[src/rtl/vpopc_seq.sv]
// vpopc_seq -- command sequencer for the vector mask population-count unit.
//
// Accepts one vpopc.m command at a time, reads the source mask beats from the
// vector register file, trims the tail beat to vl, frames the beats into the
// popcount unit, waits for its result and hands the count to writeback.
//
// Ports:
//   clk, rst                  clock; synchronous active-high reset
//   cmd_valid / cmd_ready     command handshake
//   cmd_src_addr, cmd_dst_addr, cmd_vl, cmd_sew   command fields
//   rd_req, rd_addr, rd_data  register-file read port (data 1 cycle after req)
//   popc_valid/start/end, popc_m0, popc_sew, popc_addr   beat stream to unit
//   popc_out_valid, popc_out_vec                         unit result
//   res_valid / res_ready, res_data, res_addr            writeback handshake
//   res_err                   only with VPOPC_SEQ_TIMEOUT_EN: DRAIN timed out
//
// Build option: define VPOPC_SEQ_TIMEOUT_EN to add a 16-cycle DRAIN timeout
// and the res_err output.
module vpopc_seq #(
   parameter int unsigned DATA_WIDTH = 64,
   parameter int unsigned ADDR_WIDTH = 32,
   parameter int unsigned VL_WIDTH   = 16,
   parameter int unsigned SEW_WIDTH  = 2
) (
   input  logic                    clk,
   input  logic                    rst,
   input  logic                    cmd_valid,
   output logic                    cmd_ready,
   input  logic [ADDR_WIDTH-1:0]   cmd_src_addr,
   input  logic [ADDR_WIDTH-1:0]   cmd_dst_addr,
   input  logic [VL_WIDTH-1:0]     cmd_vl,
   input  logic [SEW_WIDTH-1:0]    cmd_sew,
   output logic                    rd_req,
   output logic [ADDR_WIDTH-1:0]   rd_addr,
   input  logic [DATA_WIDTH/8-1:0] rd_data,
   output logic                    popc_valid,
   output logic                    popc_start,
   output logic                    popc_end,
   output logic [DATA_WIDTH/8-1:0] popc_m0,
   output logic [SEW_WIDTH-1:0]    popc_sew,
   output logic [ADDR_WIDTH-1:0]   popc_addr,
   input  logic                    popc_out_valid,
   input  logic [DATA_WIDTH/8-1:0] popc_out_vec,
   output logic                    res_valid,
   input  logic                    res_ready,
   output logic [DATA_WIDTH/8-1:0] res_data,
   output logic [ADDR_WIDTH-1:0]   res_addr
`ifdef VPOPC_SEQ_TIMEOUT_EN
   ,
   output logic                    res_err
`endif
);

   localparam int unsigned MW     = DATA_WIDTH / 8;
   localparam int unsigned LOG_MW = $clog2(MW);
   localparam logic [VL_WIDTH:0]   ONE_X = 1;
   localparam logic [VL_WIDTH-1:0] ONE   = 1;

   typedef enum logic [1:0] {
      IDLE,
      ISSUE,
      DRAIN,
      RESP
   } state_t;

   state_t state;

   // Command-latched beat bookkeeping.
   logic [VL_WIDTH-1:0] n_beats_q;
   logic [VL_WIDTH-1:0] issue_cnt;
   logic [MW-1:0]       tail_q;

   // Framing of the read issued this cycle; becomes beat framing next cycle.
   logic                rd_first;
   logic                rd_last;
   logic [MW-1:0]       trim_q;

`ifdef VPOPC_SEQ_TIMEOUT_EN
   logic [3:0]          timer;
`endif

   // Accept-time decode of vl/sew into beat count and tail keep-mask.
   logic [VL_WIDTH:0]   epb;
   logic [VL_WIDTH:0]   beat_sum;
   logic [VL_WIDTH:0]   rem;
   logic [31:0]         rem_bits;
   logic [VL_WIDTH-1:0] n_beats_c;
   logic [MW-1:0]       tail_c;

   always_comb begin
      epb       = (VL_WIDTH+1)'(MW) >> cmd_sew;
      beat_sum  = {1'b0, cmd_vl} + epb - ONE_X;
      n_beats_c = VL_WIDTH'(beat_sum >> (LOG_MW - 32'(cmd_sew)));
      rem       = {1'b0, cmd_vl} & (epb - ONE_X);
      rem_bits  = 32'(rem) << cmd_sew;
      tail_c    = '0;
      for (int unsigned b = 0; b < MW; b++) begin
         tail_c[b] = (rem == '0) || (b < rem_bits);
      end
   end

   assign cmd_ready = (state == IDLE) & ~rst;

   // Beat data is combinational from the read port; trim and strobe are
   // registered, so the mask is gated off whenever no beat is presented.
   assign popc_m0 = popc_valid ? (rd_data & trim_q) : '0;

   always_ff @(posedge clk) begin
      if (rst) begin
         state      <= IDLE;
         n_beats_q  <= '0;
         issue_cnt  <= '0;
         tail_q     <= '0;
         rd_first   <= 1'b0;
         rd_last    <= 1'b0;
         trim_q     <= '0;
         rd_req     <= 1'b0;
         rd_addr    <= '0;
         popc_valid <= 1'b0;
         popc_start <= 1'b0;
         popc_end   <= 1'b0;
         popc_sew   <= '0;
         popc_addr  <= '0;
         res_valid  <= 1'b0;
         res_data   <= '0;
         res_addr   <= '0;
`ifdef VPOPC_SEQ_TIMEOUT_EN
         timer      <= '0;
         res_err    <= 1'b0;
`endif
      end else begin
         popc_valid <= rd_req;
         popc_start <= rd_req & rd_first;
         popc_end   <= rd_req & rd_last;
         trim_q     <= rd_last ? tail_q : '1;

         case (state)
            IDLE: begin
               if (cmd_valid) begin
                  popc_sew  <= cmd_sew;
                  popc_addr <= cmd_dst_addr;
                  if (cmd_vl == '0) begin
                     res_valid <= 1'b1;
                     res_data  <= '0;
                     res_addr  <= cmd_dst_addr;
                     state     <= RESP;
                  end else begin
                     n_beats_q <= n_beats_c;
                     tail_q    <= tail_c;
                     rd_req    <= 1'b1;
                     rd_addr   <= cmd_src_addr;
                     issue_cnt <= ONE;
                     rd_first  <= 1'b1;
                     rd_last   <= (n_beats_c == ONE);
                     state     <= ISSUE;
                  end
               end
            end

            ISSUE: begin
               // issue_cnt counts requests already on the port.
               if (issue_cnt == n_beats_q) begin
                  rd_req   <= 1'b0;
                  rd_first <= 1'b0;
                  rd_last  <= 1'b0;
`ifdef VPOPC_SEQ_TIMEOUT_EN
                  timer    <= '0;
`endif
                  state    <= DRAIN;
               end else begin
                  rd_req    <= 1'b1;
                  rd_addr   <= rd_addr + 1'b1;
                  issue_cnt <= issue_cnt + ONE;
                  rd_first  <= 1'b0;
                  rd_last   <= (issue_cnt == n_beats_q - ONE);
               end
            end

            DRAIN: begin
               if (popc_out_valid) begin
                  res_valid <= 1'b1;
                  res_data  <= popc_out_vec;
                  res_addr  <= popc_addr;
                  state     <= RESP;
               end
`ifdef VPOPC_SEQ_TIMEOUT_EN
               else if (timer == 4'd15) begin
                  res_valid <= 1'b1;
                  res_data  <= '0;
                  res_addr  <= popc_addr;
                  res_err   <= 1'b1;
                  state     <= RESP;
               end else begin
                  timer <= timer + 4'd1;
               end
`endif
            end

            RESP: begin
               if (res_ready) begin
                  res_valid <= 1'b0;
`ifdef VPOPC_SEQ_TIMEOUT_EN
                  res_err   <= 1'b0;
`endif
                  state     <= IDLE;
               end
            end

            default: state <= IDLE;
         endcase
      end
   end

endmodule
[config.mk]
export PLATFORM = sky130hd
export DESIGN_NAME = vpopc_seq
export DESIGN_NICKNAME = d
export VERILOG_FILES = /design/src/rtl/vpopc_seq.sv
export SDC_FILE = /design/constraint.sdc
export NUM_CORES = 1
export LEC_CHECK = 0
export CAP_MARGIN = 30
export CORE_MARGIN = 5
export CORE_UTILIZATION = 50
export CTS_CLUSTER_SIZE = 28
export DETAILED_ROUTE_END_ITERATION = 6
export DONT_BUFFER_PORTS = 1
export HOLD_SLACK_MARGIN = 0.06
export PLACE_DENSITY_LB_ADDON = 0.15
export SLEW_MARGIN = 20
export SYNTH_ARGS = -nofsm -noshare
export SYNTH_HDL_FRONTEND = slang
export SYNTH_SLANG_ARGS = --single-unit
[constraint.sdc]
create_clock -name clk -period 7.2 [get_ports clk]
set_input_delay 1.44 -clock clk [delete_from_list [all_inputs] [get_ports clk]]
set_output_delay 1.44 -clock clk [all_outputs]
set_load 0.01 [all_outputs]
After elaboration in Yosys (flattened, before gate mapping)
Index checks and enable logic that the tools add are counted.
{"block": "totals", "ff_bits": 163, "inputBits": 103, "out_inout_bits": 120, "wordCells": 114}
{"block": "op_classes", "n_addsub": 7, "order_cmp": 8, "n_eq_ne": 13, "n_shift": 3, "mux": 38, "bitwise": 7, "n_reduce_logical": 21}
{"op": "$mux 32", "n": 6}
{"op": "$lt 3x32->1 const A", "n": 4}
{"op": "$pmux 32 s2", "n": 2}
{"op": "$lt 1x32->1 const A", "n": 2}
{"op": "$lt 2x32->1 const A", "n": 2}
{"op": "$mux 16", "n": 3}
{"op": "$mux 8", "n": 5}
{"op": "$sub 17x1->17 const B", "n": 2}
{"op": "$add 32x1->32 const B", "n": 1}
{"op": "$eq 16x16->1", "n": 2}
{"op": "$pmux 16 s2", "n": 1}
{"op": "$shl 17x2->32", "n": 1}
{"op": "$shr 17x32->16", "n": 1}
{"op": "$add 16x17->17", "n": 1}
{"op": "$and 16x17->17", "n": 1}
{"op": "$logic_not 17->1", "n": 1}
{"op": "$shr 4x2->17 const A", "n": 1}
{"op": "$add 16x1->16 const B", "n": 1}
{"op": "$eq 16x1->1 const B", "n": 1}
{"op": "$logic_not 16->1", "n": 1}
{"op": "$pmux 8 s2", "n": 1}
{"op": "$sub 16x1->16 const B", "n": 1}
{"op": "$ne 2x2->1 const B", "n": 6}
{"op": "$reduce_and 4->1", "n": 3}
{"op": "other kinds (19)", "n": 47}

Longest topological paths before layout
Gate-level depths: netlist of the first run.
{"block": "depth", "ltp_word": 8, "mapped_depth": 17, "ltp_nobuf": 16}

Worst setup path after synthesis of the first run
OpenSTA, ideal clock, no wires.
{"block": "synth_path", "path_type": "input to register", "start": "in cmd_sew[1]", "end": "reg rd_last", "arrival_ns": 4.658, "required_ns": 7.116, "slack_ns": 2.458, "cell_stages": 17, "cell_sequence": "clkbuf_8 clkbuf_1 nand2_1 ha_1 inv_1 ha_1 inv_1 fa_1 mux2_2 nand2_1 o21ai_0 or4_1 nor3_1 o221ai_1 nor4b_4 o211ai_2 o31ai_2"}
{"block": "synth_between", "elab_chain_cells": 8, "elab_cells_between_ends": 9, "cone_classes": "3 x add/sub; 1 x eq/ne; 2 x shift; 3 x mux"}
{"item": "from (decl)", "line": "32", "rtl": "input logic [SEW_WIDTH-1:0] cmd_sew,"}
{"item": "$shr 4x2->17", "line": "91", "rtl": "epb = (VL_WIDTH+1)'(MW) >> cmd_sew;"}
{"item": "$add 16x17->17", "line": "92", "rtl": "beat_sum = {1'b0, cmd_vl} + epb - ONE_X;"}
{"item": "$sub 17x1->17", "line": "92"}
{"item": "$shr 17x32->16 *", "line": "93", "rtl": "n_beats_c = VL_WIDTH'(beat_sum >> (LOG_MW - 32'(cmd_sew)));"}
{"item": "$eq 16x1->1 *", "line": "154", "rtl": "rd_last <= (n_beats_c == ONE);"}
{"item": "$mux 1 *", "line": "142", "rtl": "if (cmd_vl == '0) begin"}
{"item": "$mux 1 *", "line": "139", "rtl": "if (cmd_valid) begin"}
{"item": "$pmux 1 s2 *", "line": "137", "rtl": "case (state)"}
{"item": "to (signal assigned)", "line": "154"}
{"item": "to (signal assigned)", "line": "175", "rtl": "rd_last <= (issue_cnt == n_beats_q - ONE);"}
{"item": "to (decl)", "line": "75", "rtl": "logic rd_last;"}
Mark *: on every way between the ends. The rest lies on a longest branch, timed or not. The select of a mux whose other input is x is not followed.
A chain may end at the register's enable or synchronous reset.

Final worst setup path of the first run
{"block": "layout_path", "start": "in cmd_sew[0]", "end": "reg rd_last"}
The elaborated chain is that of the path after synthesis.

==> results of run 1 <==
==> worst min-delay path, stage by stage (launching register included) <==
cell	delay (ns)
sky130_fd_sc_hd__dfxtp_1	0.31
sky130_fd_sc_hd__inv_1	0.04
sky130_fd_sc_hd__a21oi_1	0.05
==> layer usage <==
layer | up-vias | share of wire, %
met5 | - | 0
met4 | 0 | 3.1
met3 | 58 | 9.9
met2 | 299 | 46
met1 | 3873 | 41
li1 | 4172 | -
==> worst paths after layout <==
kind / startpoint / to
max: cmd_sew[0] / rd_last
min: tail_q[6] / trim_q[6]
max reg2reg: state[0] / issue_cnt[13]
min reg2reg: tail_q[6] / trim_q[6]
==> Yosys cell counts (all sizes together) (23+ instances only) <==
cell and count:
a211oi 53, a21oi 123, clkbuf 64, dfxtp 163, ha 34, inv 57
mux2i 40, nand2 155, nand3 23, nor2 143, nor3 35, o21ai 42
xnor2 30
==> cells by family (layout without fill, tap and decap cells) <==
| kind of cell | after synthesis | after routing | share of synthesized area (%) |
|---|---|---|---|
| simple gates | 456 | 456 | 22.8 |
| compound gates | 320 | 320 | 22.6 |
| flops | 163 | 163 | 34.7 |
| buf+inv | 128 | 98 | 5.61 |
| xor+xnor | 51 | 51 | 4.84 |
| mux | 43 | 43 | 4.62 |
| fa+ha+maj | 35 | 35 | 4.74 |
==> cell type report <==
class,instances,area [um2]
inverter,57,214
tap,234,293
clock inverter,15,224
sequential,163,3260
fill,1798,8410
clock buffer,17,425
timing repair buffer,9,108
multi-input combinational,905,5640
==> report_power, final <==
| part | total (mW) | switching (mW) | internal (mW) |
|---|---|---|---|
| sequential | 1.51 | 0.363 | 1.15 |
| clock | 0.960 | 0.473 | 0.487 |
| combinational | 1.28 | 0.778 | 0.502 |
==> stage by stage <==
stage,area [um2],util (%),std cells
after floorplan,9390,-,1196
after global placement,9450,50.9,1365
after detailed placement,9520,51.2,1368
after CTS,10200,54.7,1400
after global routing,10200,54.7,1400
final,10200,54.7,1400
==> sequential cells by signal (all words and copies together), names as in the netlist, 2 cells and up <==
| register | flops |
|---|---|
| state | 2 |
| n_beats_q | 16 |
| issue_cnt | 16 |
| res_addr | 32 |
| rd_addr | 32 |
| res_data | 8 |
| popc_addr | 32 |
| trim_q | 8 |
| popc_sew | 2 |
| tail_q | 8 |
==> metrics.txt, run 1 <==
# TYPE chip_impl_metric gauge
chip_impl_metric{name="p_leak",unit="nW"} 3.74
chip_impl_info{name="run_status",value="finished clean"} 1
chip_impl_metric{name="met2_usage",unit="%"} 37.9
chip_impl_info{name="ctsRootBufferMaster",value="sky130_fd_sc_hd__clkbuf_16"} 1
chip_impl_metric{name="setup_viol_count_final",unit=""} 0
chip_impl_metric{name="post-route-period-util",unit="%"} 62.0
chip_impl_metric{name="groute.layer.met3.usage",unit="%"} 9.13
chip_impl_info{name="cpLargestDelayFamily",value="simple AND/OR/NAND/NOR gates"} 1
chip_impl_metric{name="synth.distinct_cells",unit=""} 90
chip_impl_info{name="layout.cells.most_common_list",value="163 x sky130_fd_sc_hd__dfxtp_1, 153 x sky130_fd_sc_hd__nand2_1, 143 x sky130_fd_sc_hd__nor2_1"} 1
chip_impl_info{name="worstSetupStartpointType",value="primary input"} 1
chip_impl_metric{name="seq_area_frac_synth",unit="%"} 34.7
chip_impl_metric{name="drv_slew",unit=""} 0
chip_impl_metric{name="initial_core_util",unit="%"} 50.6
chip_impl_metric{name="postSynth.asyncResetShare",unit="%"} 0
chip_impl_info{name="setup_crit_end_kind",value="flop"} 1
chip_impl_metric{name="cts_max_path_buffers",unit=""} 2
chip_impl_metric{name="final_net_count",unit=""} 1291
chip_impl_metric{name="detailedRoute.firstPassIterationCount",unit=""} 5
chip_impl_info{name="synth_area_leaders",value="sky130_fd_sc_hd__dfxtp_1 35%, sky130_fd_sc_hd__a21oi_1 6.3%, sky130_fd_sc_hd__nand2_1 6.1%"} 1
chip_impl_metric{name="clock-sinks",unit=""} 163
chip_impl_metric{name="relSlewSlack",unit="%"} 34.7
chip_impl_metric{name="synthCells",unit=""} 1196
chip_impl_metric{name="core",unit="mm2"} 0.0186
chip_impl_metric{name="drt-vias-per-instance",unit=""} 6.00
chip_impl_metric{name="worst-path-max-fanout",unit=""} 34
chip_impl_metric{name="wire_length_of_the_first_global_routing_pass",unit="um"} 42400
chip_impl_info{name="critical_path.cell_chain",value="inv_1, nand2_1, ha_1, inv_1, ha_1, inv_1, fa_1, xor2_1, o21ai_0, o21ai_0, or4_1, nor3_1, o221ai_1, nor4b_4, o211ai_2, o31ai_2"} 1
chip_impl_info{name="criticalPathCategory",value="in -> reg"} 1
chip_impl_metric{name="post_cts_buffers",unit=""} 0
chip_impl_metric{name="dp_hpwl",unit="um"} 19100
chip_impl_info{name="grt_busiest_layer",value="met2"} 1
chip_impl_metric{name="worst_reg_to_reg_path_cell_count",unit=""} 12
chip_impl_metric{name="detailroute.via_count",unit=""} 8402
chip_impl_metric{name="arrival",unit="ns"} 4.82
chip_impl_metric{name="timing_hold_violations_final",unit=""} 0
chip_impl_metric{name="numCtsBuffers",unit=""} 17
chip_impl_metric{name="detailedRoute.firstIterationViolations",unit=""} 594
chip_impl_info{name="synthDominantAreaCellType",value="sky130_fd_sc_hd__dfxtp_1"} 1
chip_impl_metric{name="number_of_logic_stages_on_the_critical_path_including_buffering",unit=""} 16
chip_impl_metric{name="std_cell_rows",unit=""} 50
chip_impl_metric{name="synth-warning-count",unit=""} 0
chip_impl_metric{name="drtAntennaViolNets",unit=""} 0
chip_impl_metric{name="dp_slack",unit="ns"} 2.33
chip_impl_metric{name="initial_antenna_violation_count",unit=""} 0
chip_impl_metric{name="cts_resized",unit=""} 0
chip_impl_info{name="worst_path_most_repeated_cell",value="sky130_fd_sc_hd__inv_1"} 1
chip_impl_metric{name="num_antenna_cells",unit=""} 0
chip_impl_metric{name="cpPeakStageDelay",unit="ns"} 0.49
chip_impl_metric{name="groute.layer.met1.usage",unit="%"} 29.3
chip_impl_metric{name="die_footprint",unit="mm2"} 0.0216
chip_impl_metric{name="period_minus_slack",unit="ns"} 4.46
chip_impl_metric{name="r2r_slack",unit="ns"} 3.39
chip_impl_info{name="synth_flop_cell",value="sky130_fd_sc_hd__dfxtp_1"} 1
chip_impl_metric{name="postRouteWirelength",unit="um"} 26300
chip_impl_metric{name="gr-total-overflow",unit=""} 0
chip_impl_metric{name="finalWorstSetupSlack",unit="ns"} 2.74
chip_impl_metric{name="timing.hold.worst_path_depth",unit=""} 2
chip_impl_metric{name="timing.fmax",unit="MHz"} 224
chip_impl_metric{name="cts_htree_levels",unit=""} 4
chip_impl_metric{name="synth.cell_area",unit="mm2"} 0.00939
chip_impl_metric{name="max-vdd-ir-drop",unit="uV"} 213
chip_impl_metric{name="yosys.area.top_type_share",unit="%"} 34.7
chip_impl_metric{name="mappedNetlistNets",unit=""} 1334
chip_impl_metric{name="portBuffers",unit=""} 0
chip_impl_metric{name="grt_max_degree",unit=""} 144
chip_impl_metric{name="gp_congestion",unit=""} 0.955
chip_impl_metric{name="area_growth",unit="%"} 8.26
chip_impl_metric{name="clk-insertion-delay-late",unit="ns"} 0.43
chip_impl_metric{name="die_w",unit="um"} 147
chip_impl_metric{name="postSynthRegisterBits",unit=""} 163
chip_impl_metric{name="critical_path.n_buffers_inverters",unit=""} 3
chip_impl_info{name="grt_setup_unrepaired",value="false"} 1
chip_impl_metric{name="worst_hold_margin",unit="ns"} 0.451
chip_impl_metric{name="wire_per_inst",unit="um"} 18.8
chip_impl_metric{name="cap_viol_max_count",unit=""} 0
chip_impl_info{name="final_common_cell",value="sky130_fd_sc_hd__dfxtp_1"} 1
chip_impl_metric{name="drc_errors",unit=""} 0
chip_impl_info{name="tritoncts",value="done"} 1
chip_impl_metric{name="clkSlewWorstSetupHoldPaths",unit="ns"} 0.07
chip_impl_metric{name="synth_enable_flop_cells",unit=""} 0
chip_impl_info{name="highest_delay_cell_along_the_critical_path",value="sky130_fd_sc_hd__or4_1"} 1
chip_impl_metric{name="cellPowerDensity",unit="mW/mm2"} 369
chip_impl_info{name="hp-class",value="reg -> reg"} 1
chip_impl_metric{name="die-height",unit="um"} 147
chip_impl_metric{name="first_global_vias",unit=""} 8072
chip_impl_metric{name="drive_above_1_share",unit="%"} 6.78
chip_impl_metric{name="power",unit="mW"} 3.75
chip_impl_metric{name="setup_tns",unit="ns"} 0
chip_impl_metric{name="final.setup_skew",unit="ns"} 0.0112
chip_impl_metric{name="avgSynthCellArea",unit="um2"} 7.85
chip_impl_metric{name="global_route.usage.total",unit="%"} 23.8
chip_impl_metric{name="worst_pin_slew",unit="ns"} 0.971
chip_impl_metric{name="timing.critical_path.required",unit="ns"} 7.55
chip_impl_metric{name="io_pins",unit=""} 223
chip_impl_metric{name="cts_hold_buffers",unit=""} 0
Power figures use the tool's default switching activity.
==> inputs of run 2 (changes only) <==
==> constraint.sdc (replaced) <==
create_clock -name clk -period 4.5 [get_ports clk]
set_input_delay 0.9 -clock clk [delete_from_list [all_inputs] [get_ports clk]]
set_output_delay 0.9 -clock clk [all_outputs]
set_load 0.01 [all_outputs]
==> metrics.txt, run 2 (same netlist as run 1, synthesis figures left out) <==
# TYPE chip_impl_metric gauge
chip_impl_info{name="run_status",value="finished clean"} 1
chip_impl_metric{name="portBuffers",unit=""} 0
chip_impl_metric{name="drtAntennaViolNets",unit=""} 0
chip_impl_info{name="setup_crit_end_kind",value="flop"} 1
chip_impl_metric{name="sequentialPowerShare",unit="%"} 40.8
chip_impl_metric{name="grt_max_degree",unit=""} 144
chip_impl_info{name="worst_path_most_repeated_cell",value="sky130_fd_sc_hd__inv_1"} 1
chip_impl_metric{name="arrival",unit="ns"} 3.95
chip_impl_info{name="timing.rr.end",value="issue_cnt[13]"} 1
chip_impl_metric{name="num_antenna_cells",unit=""} 0
chip_impl_metric{name="relSlewSlack",unit="%"} 43.7
chip_impl_metric{name="die_w",unit="um"} 147
chip_impl_metric{name="core",unit="mm2"} 0.0186
chip_impl_metric{name="timing_hold_violations_final",unit=""} 0
chip_impl_info{name="critical_path.cell_chain",value="inv_1, nand2_1, ha_1, inv_1, ha_1, inv_1, fa_1, xor2_1, o21ai_0, o21ai_0, or4_1, nor3_1, o221ai_1, nor4b_4, o211ai_2, o31ai_2"} 1
chip_impl_metric{name="drv_slew",unit=""} 0
chip_impl_metric{name="first_global_vias",unit=""} 7760
chip_impl_info{name="hp-start",value="tail_q[5]"} 1
chip_impl_metric{name="power_frac_comb",unit="%"} 34.1
chip_impl_metric{name="cellPowerDensity",unit="mW/mm2"} 584
chip_impl_metric{name="detailedRoute.firstIterationViolations",unit=""} 573
chip_impl_info{name="worstHoldEndpoint",value="trim_q[5]"} 1
chip_impl_metric{name="max-vdd-ir-drop",unit="uV"} 365
chip_impl_metric{name="io_pins",unit=""} 223
chip_impl_metric{name="p_leak",unit="nW"} 3.74
chip_impl_metric{name="cts_htree_levels",unit=""} 4
chip_impl_info{name="hp-class",value="reg -> reg"} 1
chip_impl_metric{name="stdcell_count",unit=""} 1405
chip_impl_metric{name="switching_share",unit="%"} 42.9
chip_impl_info{name="grt_setup_unrepaired",value="false"} 1
chip_impl_metric{name="wire_length_of_the_first_global_routing_pass",unit="um"} 41500
chip_impl_metric{name="p_int",unit="mW"} 3.39
chip_impl_info{name="ctsRootBufferMaster",value="sky130_fd_sc_hd__clkbuf_16"} 1
chip_impl_metric{name="dp_hpwl",unit="um"} 19000
chip_impl_metric{name="timing.hold.worst_path_depth",unit=""} 2
chip_impl_info{name="tritoncts",value="done"} 1
chip_impl_metric{name="wire_per_inst",unit="um"} 18.7
chip_impl_metric{name="cpPeakStageDelay",unit="ns"} 0.48
chip_impl_metric{name="detailroute.via_count",unit=""} 8344
chip_impl_metric{name="switchingPower",unit="mW"} 2.54
chip_impl_metric{name="timing.fmax",unit="MHz"} 277
chip_impl_metric{name="global_route.usage.total",unit="%"} 23.4
chip_impl_info{name="layout_top_registers",value="popc_addr x32, rd_addr x32, res_addr x32"} 1
chip_impl_metric{name="final_net_count",unit=""} 1296
chip_impl_metric{name="period_minus_slack",unit="ns"} 3.61
chip_impl_metric{name="std_cell_rows",unit=""} 50
chip_impl_metric{name="clockPowerShare",unit="%"} 25.1
chip_impl_metric{name="post-route-period-util",unit="%"} 80.1
chip_impl_info{name="highest_delay_cell_along_the_critical_path",value="sky130_fd_sc_hd__or4_1"} 1
chip_impl_metric{name="cts_max_path_buffers",unit=""} 2
chip_impl_info{name="criticalPathCategory",value="in -> reg"} 1
chip_impl_metric{name="postRouteWirelength",unit="um"} 26200
chip_impl_metric{name="seqCellArea",unit="mm2"} 0.00326
chip_impl_metric{name="setup_tns",unit="ns"} 0
chip_impl_metric{name="clk-insertion-delay-late",unit="ns"} 0.43
chip_impl_metric{name="die_footprint",unit="mm2"} 0.0216
chip_impl_metric{name="cts_resized",unit=""} 0
chip_impl_info{name="worst_r2r_startpoint",value="state[0]"} 1
chip_impl_metric{name="clock-sinks",unit=""} 163
chip_impl_metric{name="final.setup_skew",unit="ns"} 0.0147
chip_impl_metric{name="worst-path-max-fanout",unit=""} 34
chip_impl_metric{name="drt-vias-per-instance",unit=""} 5.94
chip_impl_metric{name="filler_cell_count",unit=""} 1771
chip_impl_metric{name="cap_viol_max_count",unit=""} 0
chip_impl_metric{name="multiInputGateArea",unit="mm2"} 0.00563
chip_impl_metric{name="post_cts_buffers",unit=""} 0
chip_impl_metric{name="dp.cells",unit=""} 1373
chip_impl_metric{name="setup_viol_count_final",unit=""} 0
chip_impl_metric{name="initial_antenna_violation_count",unit=""} 0
chip_impl_metric{name="gp_congestion",unit=""} 0.949
chip_impl_metric{name="initial_core_util",unit="%"} 50.6
chip_impl_metric{name="timing.critical_path.required",unit="ns"} 4.84
chip_impl_metric{name="cts_hold_buffers",unit=""} 0
chip_impl_metric{name="drc_errors",unit=""} 0
chip_impl_info{name="final_common_cell",value="sky130_fd_sc_hd__dfxtp_1"} 1
chip_impl_metric{name="drive_above_1_share",unit="%"} 7.17
chip_impl_metric{name="worst_pin_slew",unit="ns"} 0.845
chip_impl_metric{name="r2r_slack",unit="ns"} 1.30
chip_impl_metric{name="area_growth",unit="%"} 7.98
chip_impl_metric{name="detailedRoute.firstPassIterationCount",unit=""} 5
chip_impl_metric{name="die-height",unit="um"} 147
chip_impl_info{name="worstSetupStartpointType",value="primary input"} 1
chip_impl_metric{name="gr-total-overflow",unit=""} 0
chip_impl_metric{name="numCtsBuffers",unit=""} 17
chip_impl_metric{name="clkSlewWorstSetupHoldPaths",unit="ns"} 0.07
chip_impl_info{name="layout.cells.most_common_list",value="163 x sky130_fd_sc_hd__dfxtp_1, 153 x sky130_fd_sc_hd__nand2_1, 143 x sky130_fd_sc_hd__nor2_1"} 1
chip_impl_metric{name="worst_reg_to_reg_path_cell_count",unit=""} 10
## run 2: routing by layer
metal,up-vias,GRT usage (%),wire length [um]
met2,281,37.9,12400
li1,4187,-,-
met1,3838,29.3,11000
met5,-,0,0
met4,0,7.18,531
met3,38,8.36,2380
## run 2: area by class of cell
cell class	instances	area share (%)
repair buffers	14	1.07
clock inverters	15	2.01
flip-flops and latches	163	32.2
multi-input cells	905	55.6
clock buffers	17	4.19
inverters	57	2.11
well taps	234	2.89
## run 2: worst max-delay path by stage
stage | start | end | slack, ns | cells after the start
floorplan | cmd_sew[1] | rd_last | 0.30 | 17
global placement | cmd_sew[0] | rd_last | 0.56 | 16
detailed placement | cmd_sew[0] | rd_last | 0.48 | 16
CTS | cmd_sew[0] | rd_last | 0.93 | 16
global route | cmd_sew[0] | rd_last | 0.60 | 16
finish | cmd_sew[0] | rd_last | 0.89 | 16
## run 2: power groups by stage
stage          clock network [mW]  logic, mW  registers (mW)
6_report                     1.49       2.02            2.42
5_1_grt                      1.59       2.28            2.48
4_1_cts                      1.52       2.02            2.42
3_5_place_dp                    0       2.01            2.45
3_3_place_gp                    0       1.98            2.45
2_1_floorplan                   0       1.65            2.29
## run 2: worst max-delay path: cells and delay by family
kind | cells | cell delay, ns
buffers and inverters | 3 | 0.16
and+or+nand+nor | 4 | 1.00
xor gates and xnor gates | 1 | 0.18
adders and majority gates | 3 | 0.84
AOI/OAI and AO/OA | 5 | 0.85
## run 2: stage by stage
step	total power, mW	area, um2	utilization (%)	setup slack, ns	hold WS, ns
floorplan	3.95	9390	-	0.298	0.427
global placement	4.43	9500	51.1	0.560	0.430
finish	5.93	10100	54.6	0.893	0.455
global route	6.35	10100	54.6	0.598	0.472
detailed placement	4.47	9510	51.2	0.482	0.435
CTS	5.96	10100	54.6	0.933	0.448
==> inputs of run 3 (changes only) <==
==> constraint.sdc (replaced) <==
create_clock -name clk -period 3.6 [get_ports clk]
set_input_delay 0.72 -clock clk [delete_from_list [all_inputs] [get_ports clk]]
set_output_delay 0.72 -clock clk [all_outputs]
set_load 0.01 [all_outputs]
==> metrics.txt, run 3 (same netlist as run 1, synthesis figures left out) <==
# TYPE chip_impl_metric gauge
chip_impl_metric{name="setup_viol_count_final",unit=""} 0
chip_impl_metric{name="filler_cell_count",unit=""} 1757
chip_impl_metric{name="max-vdd-ir-drop",unit="uV"} 382
chip_impl_metric{name="final.setup_skew",unit="ns"} 0.0173
chip_impl_metric{name="relSlewSlack",unit="%"} 47.7
chip_impl_metric{name="detailedRoute.firstIterationViolations",unit=""} 442
chip_impl_metric{name="drtAntennaViolNets",unit=""} 0
chip_impl_info{name="hp-class",value="in -> reg"} 1
chip_impl_info{name="layout.cells.most_common_list",value="163 x sky130_fd_sc_hd__dfxtp_1, 151 x sky130_fd_sc_hd__nand2_1, 143 x sky130_fd_sc_hd__nor2_1"} 1
chip_impl_metric{name="clkSlewWorstSetupHoldPaths",unit="ns"} 0.07
chip_impl_metric{name="cap_viol_max_count",unit=""} 0
chip_impl_metric{name="global_route.usage.total",unit="%"} 23.1
chip_impl_metric{name="wire_per_inst",unit="um"} 18.2
chip_impl_metric{name="arrival",unit="ns"} 3.66
chip_impl_metric{name="fin_area",unit="mm2"} 0.0104
chip_impl_metric{name="dp.cells",unit=""} 1395
chip_impl_metric{name="drc_errors",unit=""} 0
chip_impl_info{name="tritoncts",value="done"} 1
chip_impl_info{name="ctsRootBufferMaster",value="sky130_fd_sc_hd__clkbuf_16"} 1
chip_impl_metric{name="detailroute.via_count",unit=""} 8338
chip_impl_metric{name="final_net_count",unit=""} 1318
chip_impl_metric{name="cts_max_path_buffers",unit=""} 2
chip_impl_metric{name="area_growth",unit="%"} 10.4
chip_impl_metric{name="dp_slack",unit="ns"} -0.181
chip_impl_info{name="worstSetupStartpointType",value="primary input"} 1
chip_impl_metric{name="drive_above_1_share",unit="%"} 9.39
chip_impl_metric{name="detailedRoute.firstPassIterationCount",unit=""} 5
chip_impl_metric{name="timing.hold.worst_path_depth",unit=""} 1
chip_impl_metric{name="worst_pin_slew",unit="ns"} 0.779
chip_impl_metric{name="std_cell_rows",unit=""} 50
chip_impl_metric{name="clk-insertion-delay-late",unit="ns"} 0.44
chip_impl_metric{name="grt_max_degree",unit=""} 144
chip_impl_info{name="setup_crit_end_kind",value="flop"} 1
chip_impl_metric{name="post_cts_buffers",unit=""} 0
chip_impl_metric{name="post-route-period-util",unit="%"} 91.8
chip_impl_metric{name="utilization",unit="%"} 55.8
chip_impl_metric{name="core",unit="mm2"} 0.0186
chip_impl_metric{name="cell_area_after_placement",unit="mm2"} 0.00974
chip_impl_info{name="layout_top_registers",value="popc_addr x32, rd_addr x32, res_addr x32"} 1
chip_impl_info{name="final_common_cell",value="sky130_fd_sc_hd__dfxtp_1"} 1
chip_impl_metric{name="first_global_vias",unit=""} 7761
chip_impl_metric{name="cts_htree_levels",unit=""} 4
chip_impl_metric{name="clock-sinks",unit=""} 163
chip_impl_info{name="run_status",value="finished clean"} 1
chip_impl_info{name="grt_setup_unrepaired",value="false"} 1
chip_impl_metric{name="initial_core_util",unit="%"} 50.6
chip_impl_metric{name="dp_hpwl",unit="um"} 19000
chip_impl_metric{name="portBuffers",unit=""} 0
chip_impl_metric{name="die-height",unit="um"} 147
chip_impl_metric{name="worst-path-max-fanout",unit=""} 34
chip_impl_metric{name="stdcell_count",unit=""} 1427
chip_impl_metric{name="gr-total-overflow",unit=""} 0
chip_impl_info{name="hp-start",value="rst"} 1
chip_impl_metric{name="wire_length_of_the_first_global_routing_pass",unit="um"} 41400
chip_impl_metric{name="worst_hold_margin",unit="ns"} 0.360
chip_impl_metric{name="drv_slew",unit=""} 0
chip_impl_metric{name="period_minus_slack",unit="ns"} 3.30
chip_impl_info{name="timing.rr.end",value="rd_addr[22]"} 1
chip_impl_metric{name="postRouteWirelength",unit="um"} 25900
chip_impl_metric{name="r2r_slack",unit="ns"} 0.71
chip_impl_metric{name="timing.critical_path.required",unit="ns"} 3.95
chip_impl_metric{name="timing.fmax",unit="MHz"} 303
chip_impl_metric{name="initial_antenna_violation_count",unit=""} 0
chip_impl_info{name="worstHoldEndpoint",value="rd_addr[16]"} 1
chip_impl_metric{name="drt-vias-per-instance",unit=""} 5.84
chip_impl_metric{name="finalWorstSetupSlack",unit="ns"} 0.296
chip_impl_metric{name="worst_reg_to_reg_path_cell_count",unit=""} 10
chip_impl_metric{name="timing_hold_violations_final",unit=""} 0
chip_impl_info{name="worst_r2r_startpoint",value="issue_cnt[14]"} 1
chip_impl_metric{name="cellPowerDensity",unit="mW/mm2"} 721
chip_impl_metric{name="numCtsBuffers",unit=""} 17
chip_impl_metric{name="io_pins",unit=""} 223
chip_impl_metric{name="die_footprint",unit="mm2"} 0.0216
chip_impl_metric{name="die_w",unit="um"} 147
chip_impl_metric{name="gp_congestion",unit=""} 0.898
chip_impl_info{name="criticalPathCategory",value="in -> reg"} 1
chip_impl_metric{name="num_antenna_cells",unit=""} 0
chip_impl_metric{name="p_leak",unit="nW"} 3.86
[run 3: layout make-up]
cell class	count	area, um2	share of cell area, %
tap	234	293	2.82
inverter	57	214	2.06
timing repair buffer	36	290	2.80
sequential	163	3260	31.5
clock inverter	15	200	1.93
clock buffer	17	425	4.10
multi-input combinational	905	5680	54.8
[run 3: power by group]
group          total, mW  internal [mW]  switching (mW)  leakage (nW)
clock               1.85          0.953           0.902         0.298
sequential          3.02           2.30           0.715          1.34
combinational       2.60           1.06            1.55          2.22
[run 3: what timing repair did]
item                                    4_1_cts  5_1_grt
hold buffers                                  0        0
endpoints found under the setup margin        0        1
resized for setup                             0        1
[run 3: how the worst max path moves through the flow]
stage / startpoint / to / slack [ns] / depth (start not counted)
6_report: cmd_sew[0] / rd_last / 0.30 / 16
5_1_grt: cmd_sew[0] / rd_last / 0.02 / 16
4_1_cts: cmd_sew[0] / rd_last / 0.26 / 16
3_5_place_dp: cmd_sew[0] / rd_last / -0.18 / 16
3_3_place_gp: cmd_sew[0] / rd_last / -0.13 / 16
2_1_floorplan: cmd_sew[1] / rd_last / -0.11 / 17
[run 3: worst max-delay path, stage by stage]
cell,delay (ns)
sky130_fd_sc_hd__inv_1,0.14
sky130_fd_sc_hd__nand2_8,0.06
sky130_fd_sc_hd__ha_4,0.23
sky130_fd_sc_hd__inv_2,0.06
sky130_fd_sc_hd__ha_4,0.13
sky130_fd_sc_hd__inv_2,0.03
sky130_fd_sc_hd__fa_1,0.41
sky130_fd_sc_hd__nand2b_1,0.20
sky130_fd_sc_hd__a211oi_2,0.32
sky130_fd_sc_hd__o31ai_1,0.10
sky130_fd_sc_hd__a31oi_1,0.21
sky130_fd_sc_hd__xnor2_1,0.14
sky130_fd_sc_hd__or4_1,0.49
sky130_fd_sc_hd__o31ai_1,0.10
sky130_fd_sc_hd__o211ai_2,0.11
sky130_fd_sc_hd__o31ai_2,0.21
[run 3: layer usage]
metal / share of wire, % / GRT usage, %
met4: 1.4 / 6.10
met1: 42 / 29.5
met3: 9.0 / 8.39
met2: 47 / 37.3
met5: 0 / 0
[run 3: metrics by stage]
step | power, mW | TNS, ns
global route | 8.00 | 0
detailed placement | 5.67 | -0.326
global placement | 5.61 | -0.157
floorplan | 4.94 | -0.125
finish | 7.47 | 0
CTS | 7.53 | 0
